**config.mk**
```make
export PLATFORM = sky130hd
export DESIGN_NAME = sme_match_collector
export DESIGN_NICKNAME = d
export VERILOG_FILES = /design/src/rtl/sme_match_collector.sv
export SDC_FILE = /design/constraint.sdc
export NUM_CORES = 1
export LEC_CHECK = 0
export ABC_AREA = 0
export CAP_MARGIN = 20
export CORE_UTILIZATION = 40
export CTS_CLUSTER_DIAMETER = 80
export DETAILED_ROUTE_END_ITERATION = 10
export GPL_ROUTABILITY_DRIVEN = 0
export GPL_TIMING_DRIVEN = 1
export PLACE_DENSITY = 0.57
export SYNTH_ARGS = -nofsm -noshare
export SYNTH_HDL_FRONTEND = slang
export SYNTH_SLANG_ARGS = --single-unit
```
**constraint.sdc**
```tcl
create_clock -name clk -period 6.3 [get_ports clk]
set_clock_uncertainty 0.1 [all_clocks]
set_input_delay 0.945 -clock clk [delete_from_list [all_inputs] [get_ports clk]]
set_output_delay 0.945 -clock clk [all_outputs]
set_load 0.03 [all_outputs]
```
**src/rtl/sme_match_collector.sv**
```systemverilog
// rtl/sme_match_collector.sv - match-report FWFT FIFO, saturating per-pattern hit counters, completion flag
// Accepts engine reports until finish, then drains the FIFO and raises done.
module sme_match_collector #(
    parameter int FIFO_DEPTH = 16,
    parameter int CNT_W      = 12
) (
    input  logic             clk,
    input  logic             reset,
    input  logic             valid,
    input  logic [3:0]       pattern_no,
    input  logic [11:0]      match_addr,
    input  logic             finish,
    output logic             out_valid,
    input  logic             out_ready,
    output logic [3:0]       out_pattern_no,
    output logic [11:0]      out_match_addr,
    input  logic [3:0]       cnt_sel,
    output logic [CNT_W-1:0] cnt_value,
    output logic             overflow,
    output logic             done
);
    localparam int               PTR_W      = $clog2(FIFO_DEPTH);
    localparam logic [PTR_W:0]   FULL_COUNT = (PTR_W + 1)'(FIFO_DEPTH);
    localparam logic [PTR_W:0]   COUNT_ONE  = (PTR_W + 1)'(1);
    localparam logic [PTR_W-1:0] PTR_ONE    = PTR_W'(1);
    localparam logic [CNT_W-1:0] HIT_ONE    = CNT_W'(1);

    typedef enum logic [1:0] {
        ST_COLLECT,
        ST_DRAIN,
        ST_DONE
    } state_t;

    state_t           r_state;
    logic [15:0]      r_mem [FIFO_DEPTH];
    logic [PTR_W-1:0] r_wr_ptr;
    logic [PTR_W-1:0] r_rd_ptr;
    logic [PTR_W:0]   r_count;
    logic [CNT_W-1:0] r_hits [16];
    logic             r_overflow;
    logic             r_done;

    logic             w_full;
    logic             w_pop;
    logic             w_accept;
    logic             w_push;
    logic [15:0]      w_head;

    assign w_full   = (r_count == FULL_COUNT);
    assign w_pop    = (r_count != '0) && out_ready;
    assign w_accept = valid && (r_state == ST_COLLECT);
    // A full FIFO still takes the report when the head leaves in the same cycle.
    assign w_push   = w_accept && (!w_full || w_pop);
    assign w_head   = r_mem[r_rd_ptr];

    assign out_valid      = (r_count != '0);
    assign out_pattern_no = w_head[15:12];
    assign out_match_addr = w_head[11:0];
    assign cnt_value      = r_hits[cnt_sel];
    assign overflow       = r_overflow;
    assign done           = r_done;

    always_ff @(posedge clk) begin
        if (w_push) begin
            r_mem[r_wr_ptr] <= {pattern_no, match_addr};
        end
    end

    always_ff @(posedge clk or posedge reset) begin
        if (reset) begin
            r_state    <= ST_COLLECT;
            r_wr_ptr   <= '0;
            r_rd_ptr   <= '0;
            r_count    <= '0;
            r_overflow <= 1'b0;
            r_done     <= 1'b0;
        end else begin
            if (w_push) begin
                r_wr_ptr <= r_wr_ptr + PTR_ONE;
            end
            if (w_pop) begin
                r_rd_ptr <= r_rd_ptr + PTR_ONE;
            end
            case ({w_push, w_pop})
                2'b10:   r_count <= r_count + COUNT_ONE;
                2'b01:   r_count <= r_count - COUNT_ONE;
                default: r_count <= r_count;
            endcase
            if (w_accept && w_full && !w_pop) begin
                r_overflow <= 1'b1;
            end
            case (r_state)
                ST_COLLECT: begin
                    if (finish) begin
                        r_state <= ST_DRAIN;
                    end
                end
                ST_DRAIN: begin
                    if (r_count == '0) begin
                        r_state <= ST_DONE;
                        r_done  <= 1'b1;
                    end
                end
                default: r_state <= r_state;
            endcase
        end
    end

    always_ff @(posedge clk or posedge reset) begin
        if (reset) begin
            for (int i = 0; i < 16; i++) begin
                r_hits[i] <= '0;
            end
        end else if (w_accept && (r_hits[pattern_no] != '1)) begin
            r_hits[pattern_no] <= r_hits[pattern_no] + HIT_ONE;
        end
    end
endmodule

```
==> flow_summary.ini <==
[synthesis]
synth.avg_cell_area_sq_um = 19.2
syn_nets = 1130
yosysWarnings = 0
synthCells = 1097
seq_area_frac_synth_pct = 61.2
ys_ff_latch = 465
syn_area_sq_mm = 0.0211
synth_edf_count = 256
synthArstFlopShare_pct = 44.9
synthFlopType = edfxtp_1
yosysUniqueCellTypes = 39

[worst_setup_path]
cpMaxStageDelayCell = dfrtp_4
crit_path_max_fanout = 42
worstPathCellList = buf_4 -> mux4_2 -> mux4_2 -> clkdlybuf4s50_1
r2r_cells = 11
crit_required_ns = 5.25
r2r_start = r_hits[120]$_DFFE_PP0P_
arrival_ns = 3.75
cp-start-kind = flip-flop
crit_path_max_incr_delay_ns = 1.00
crit_type = reg -> out
r2r_setup_slack_ns = 2.48
timing.rr.end = r_hits[191]$_DFFE_PP0P_
end_kind = output port
crit_path_frequent_cell = mux4_2

[global_route]
grt_pass1_wl_microns = 77300
track_usage_pct = 19.7
antenna_found_initial = 2
grt_max_degree = 167
grt_pass1_vias = 11600
grt_overflow_total = 0

[detailed_routing]
drc = 0
dr.first_iter.drc_count = 843
avgViaCountPerCell = 5.72
drt_first_pass_iters = 4
totalWireLength_microns = 51100
via_count = 10900
ant_nets = 0
routedWlPerCell_microns = 26.7

[placement]
dpl_cell_area_sq_mm = 0.0227
dp_hpwl_microns = 30400
io_buffers = 55

[cells_and_area]
insertedDiodeCount = 0
post_route_cells_drive_above_1_share_pct = 45.9
design_area_sq_mm = 0.0244
layout_common_cells = edfxtp_1, dfrtp_1, mux2_2
layout_commonest_cell = edfxtp_1
area_delta_synth_final_pct = 15.9
final_nets = 1224

[power_and_ir_drop]
power_frac_clock_pct = 47.3
vdd_drop_max_v = 0.000211
netSwitchingPower_mw = 1.35
p_leak_nw = 9.32
seqPwrFrac_pct = 50.2
combPwrFrac_pct = 2.5
power_density_mw_per_mm2 = 262
p_int_mw = 5.06
switching_share_pct = 21.1
total_power_mw = 6.40

[job]
maxCapViolCount = 0

[hold_path]
min_to = done$_DFFE_PP0P_
hold_path.class = reg -> reg
hold_path_startpoint = done$_DFFE_PP0P_
hold-path-cell-count = 1

[clock_network]
cts_buffer_depth = 3
clk_pin_slew_ns = 0.06
cts_buffers = 50
ctsResizeCount = 0
htreeDepth = 2
cts.sinks = 465
cts_setup_buffers = 0
clock_tree.root_cell = clkbuf_16
clk_latency_ns = 0.61
hold_buffers = 0
cts_tree = built

[timing]
setup-tns-final_ns = 0
max_freq_ghz = 0.209
period_share_pct = 76.1
finalMaxSlewViolations = 0
rsz0062_at_grt = false
setup_viol = 0
slew-limit-headroom_pct = 26.8
hold_viol_final = 0
worstMarginPinSlew_ns = 1.09
finalCriticalPeriod_ns = 4.79

[die]
die_area_sq_mm = 0.0537
die-height_microns = 232
fp.dieW_microns = 232
ios = 56
num_rows = 83
core_region_area_sq_mm = 0.0517
initial_utilization_pct = 40.8

[outcome]
status = completed
flip-flops by register name, indices dropped and copies added (netlist names):
name / count
done: 1
overflow: 1
r_count: 5
r_hits: 192
r_mem: 256
r_rd_ptr: 4
r_state: 2
r_wr_ptr: 4
power by group through the flow:
stage | Sequential (mW) | Combinational (mW) | Clock [mW]
CTS | 3.22 | 0.164 | 3.10
global route | 3.21 | 0.175 | 3.21
global placement | 3.28 | 0.161 | 0
floorplan | 3.28 | 0.0908 | 0
finish | 3.22 | 0.161 | 3.03
detailed placement | 3.28 | 0.164 | 0
cell usage after synthesis, types with 2 or more instances:
| master | number | share of area [%] |
|---|---|---|
| a21o_1 | 2 | 0.071 |
| a21oi_1 | 4 | 0.095 |
| a22oi_1 | 17 | 0.61 |
| and2_1 | 2 | 0.059 |
| buf_1 | 17 | 0.30 |
| buf_2 | 5 | 0.12 |
| buf_4 | 21 | 0.75 |
| buf_6 | 8 | 0.43 |
| clkbuf_1 | 30 | 0.53 |
| dfrtp_1 | 209 | 25 |
| edfxtp_1 | 256 | 36 |
| ha_1 | 8 | 0.47 |
| inv_1 | 8 | 0.14 |
| mux2_1 | 2 | 0.11 |
| mux2_2 | 193 | 10 |
| mux4_1 | 12 | 1.5 |
| mux4_2 | 179 | 19 |
| nand2_1 | 25 | 0.44 |
| nand2b_1 | 6 | 0.18 |
| nand3_1 | 5 | 0.12 |
| nand4_1 | 2 | 0.059 |
| nor2_1 | 22 | 0.39 |
| nor2b_1 | 3 | 0.089 |
| nor3_1 | 6 | 0.14 |
| nor4_1 | 7 | 0.21 |
| nor4_4 | 11 | 1.1 |
| o21ai_0 | 3 | 0.071 |
| o21bai_1 | 2 | 0.071 |
| or2_2 | 3 | 0.089 |
| xnor2_1 | 11 | 0.46 |
| xor2_1 | 10 | 0.42 |
worst max-delay path by stage:
stage                            start                       to  depth (start not counted)
3_5_place_dp             pattern_no[3]  r_hits[152]$_DFFE_PP0P_                         10
4_1_cts        r_rd_ptr[0]$_DFFE_PP0N_        out_match_addr[2]                          4
6_report       r_rd_ptr[0]$_DFFE_PP0N_        out_match_addr[2]                          4
2_1_floorplan               cnt_sel[0]             cnt_value[0]                          4
3_3_place_gp             pattern_no[3]   r_hits[47]$_DFFE_PP0P_                          8
5_1_grt        r_rd_ptr[0]$_DFFE_PP0N_        out_match_addr[0]                          4
area by class of cell:
type,count,area [sq um]
Clock buffer,65,1410
Tap cell,680,851
Clock inverter,28,310
Timing Repair Buffer,123,1130
Fill cell,4352,27300
Inverter,8,33.8
Sequential cell,465,12900
Multi-Input combinational cell,543,7780
layer usage:
metal / vias up / track usage (%) / part of all wire [%]
met5: - / 0 / 0.031
met4: 4 / 5.74 / 2.4
met3: 84 / 3.33 / 4.4
met2: 239 / 31.8 / 49
met1: 5976 / 27.4 / 44
li1: 4640 / - / -
cells by family (layout without fill, tap and decap cells):
group           Yosys count  in the layout  share of synthesized area [%]
flops                   465            465                           61.2
mux                     387            387                           31.1
simple gates             98             98                           3.13
fa+ha+maj                 8              8                          0.475
compound gates           29             29                          0.937
buf+inv                  89            224                           2.27
xor+xnor                 21             21                          0.872
critical path, delay by kind of cell, from the launching register on:
family / cells / cell delay [ns]
mux: 2 / 1.06
buf+inv: 2 / 1.04
flops: 1 / 1.00
through the flow:
| stage | setup slack [ns] | util [%] | hold WS, ns | cells |
|---|---|---|---|---|
| 2_1_floorplan | 2.13 | - | 0.351 | 1097 |
| 3_3_place_gp | 1.01 | 43.7 | 0.354 | 1806 |
| 3_5_place_dp | 1.14 | 43.9 | 0.358 | 1814 |
| 4_1_cts | 1.38 | 47.2 | 0.373 | 1907 |
| 5_1_grt | 1.32 | 47.3 | 0.392 | 1912 |
| 6_report | 1.51 | 47.3 | 0.363 | 1912 |
Power figures use the tool's default switching activity.
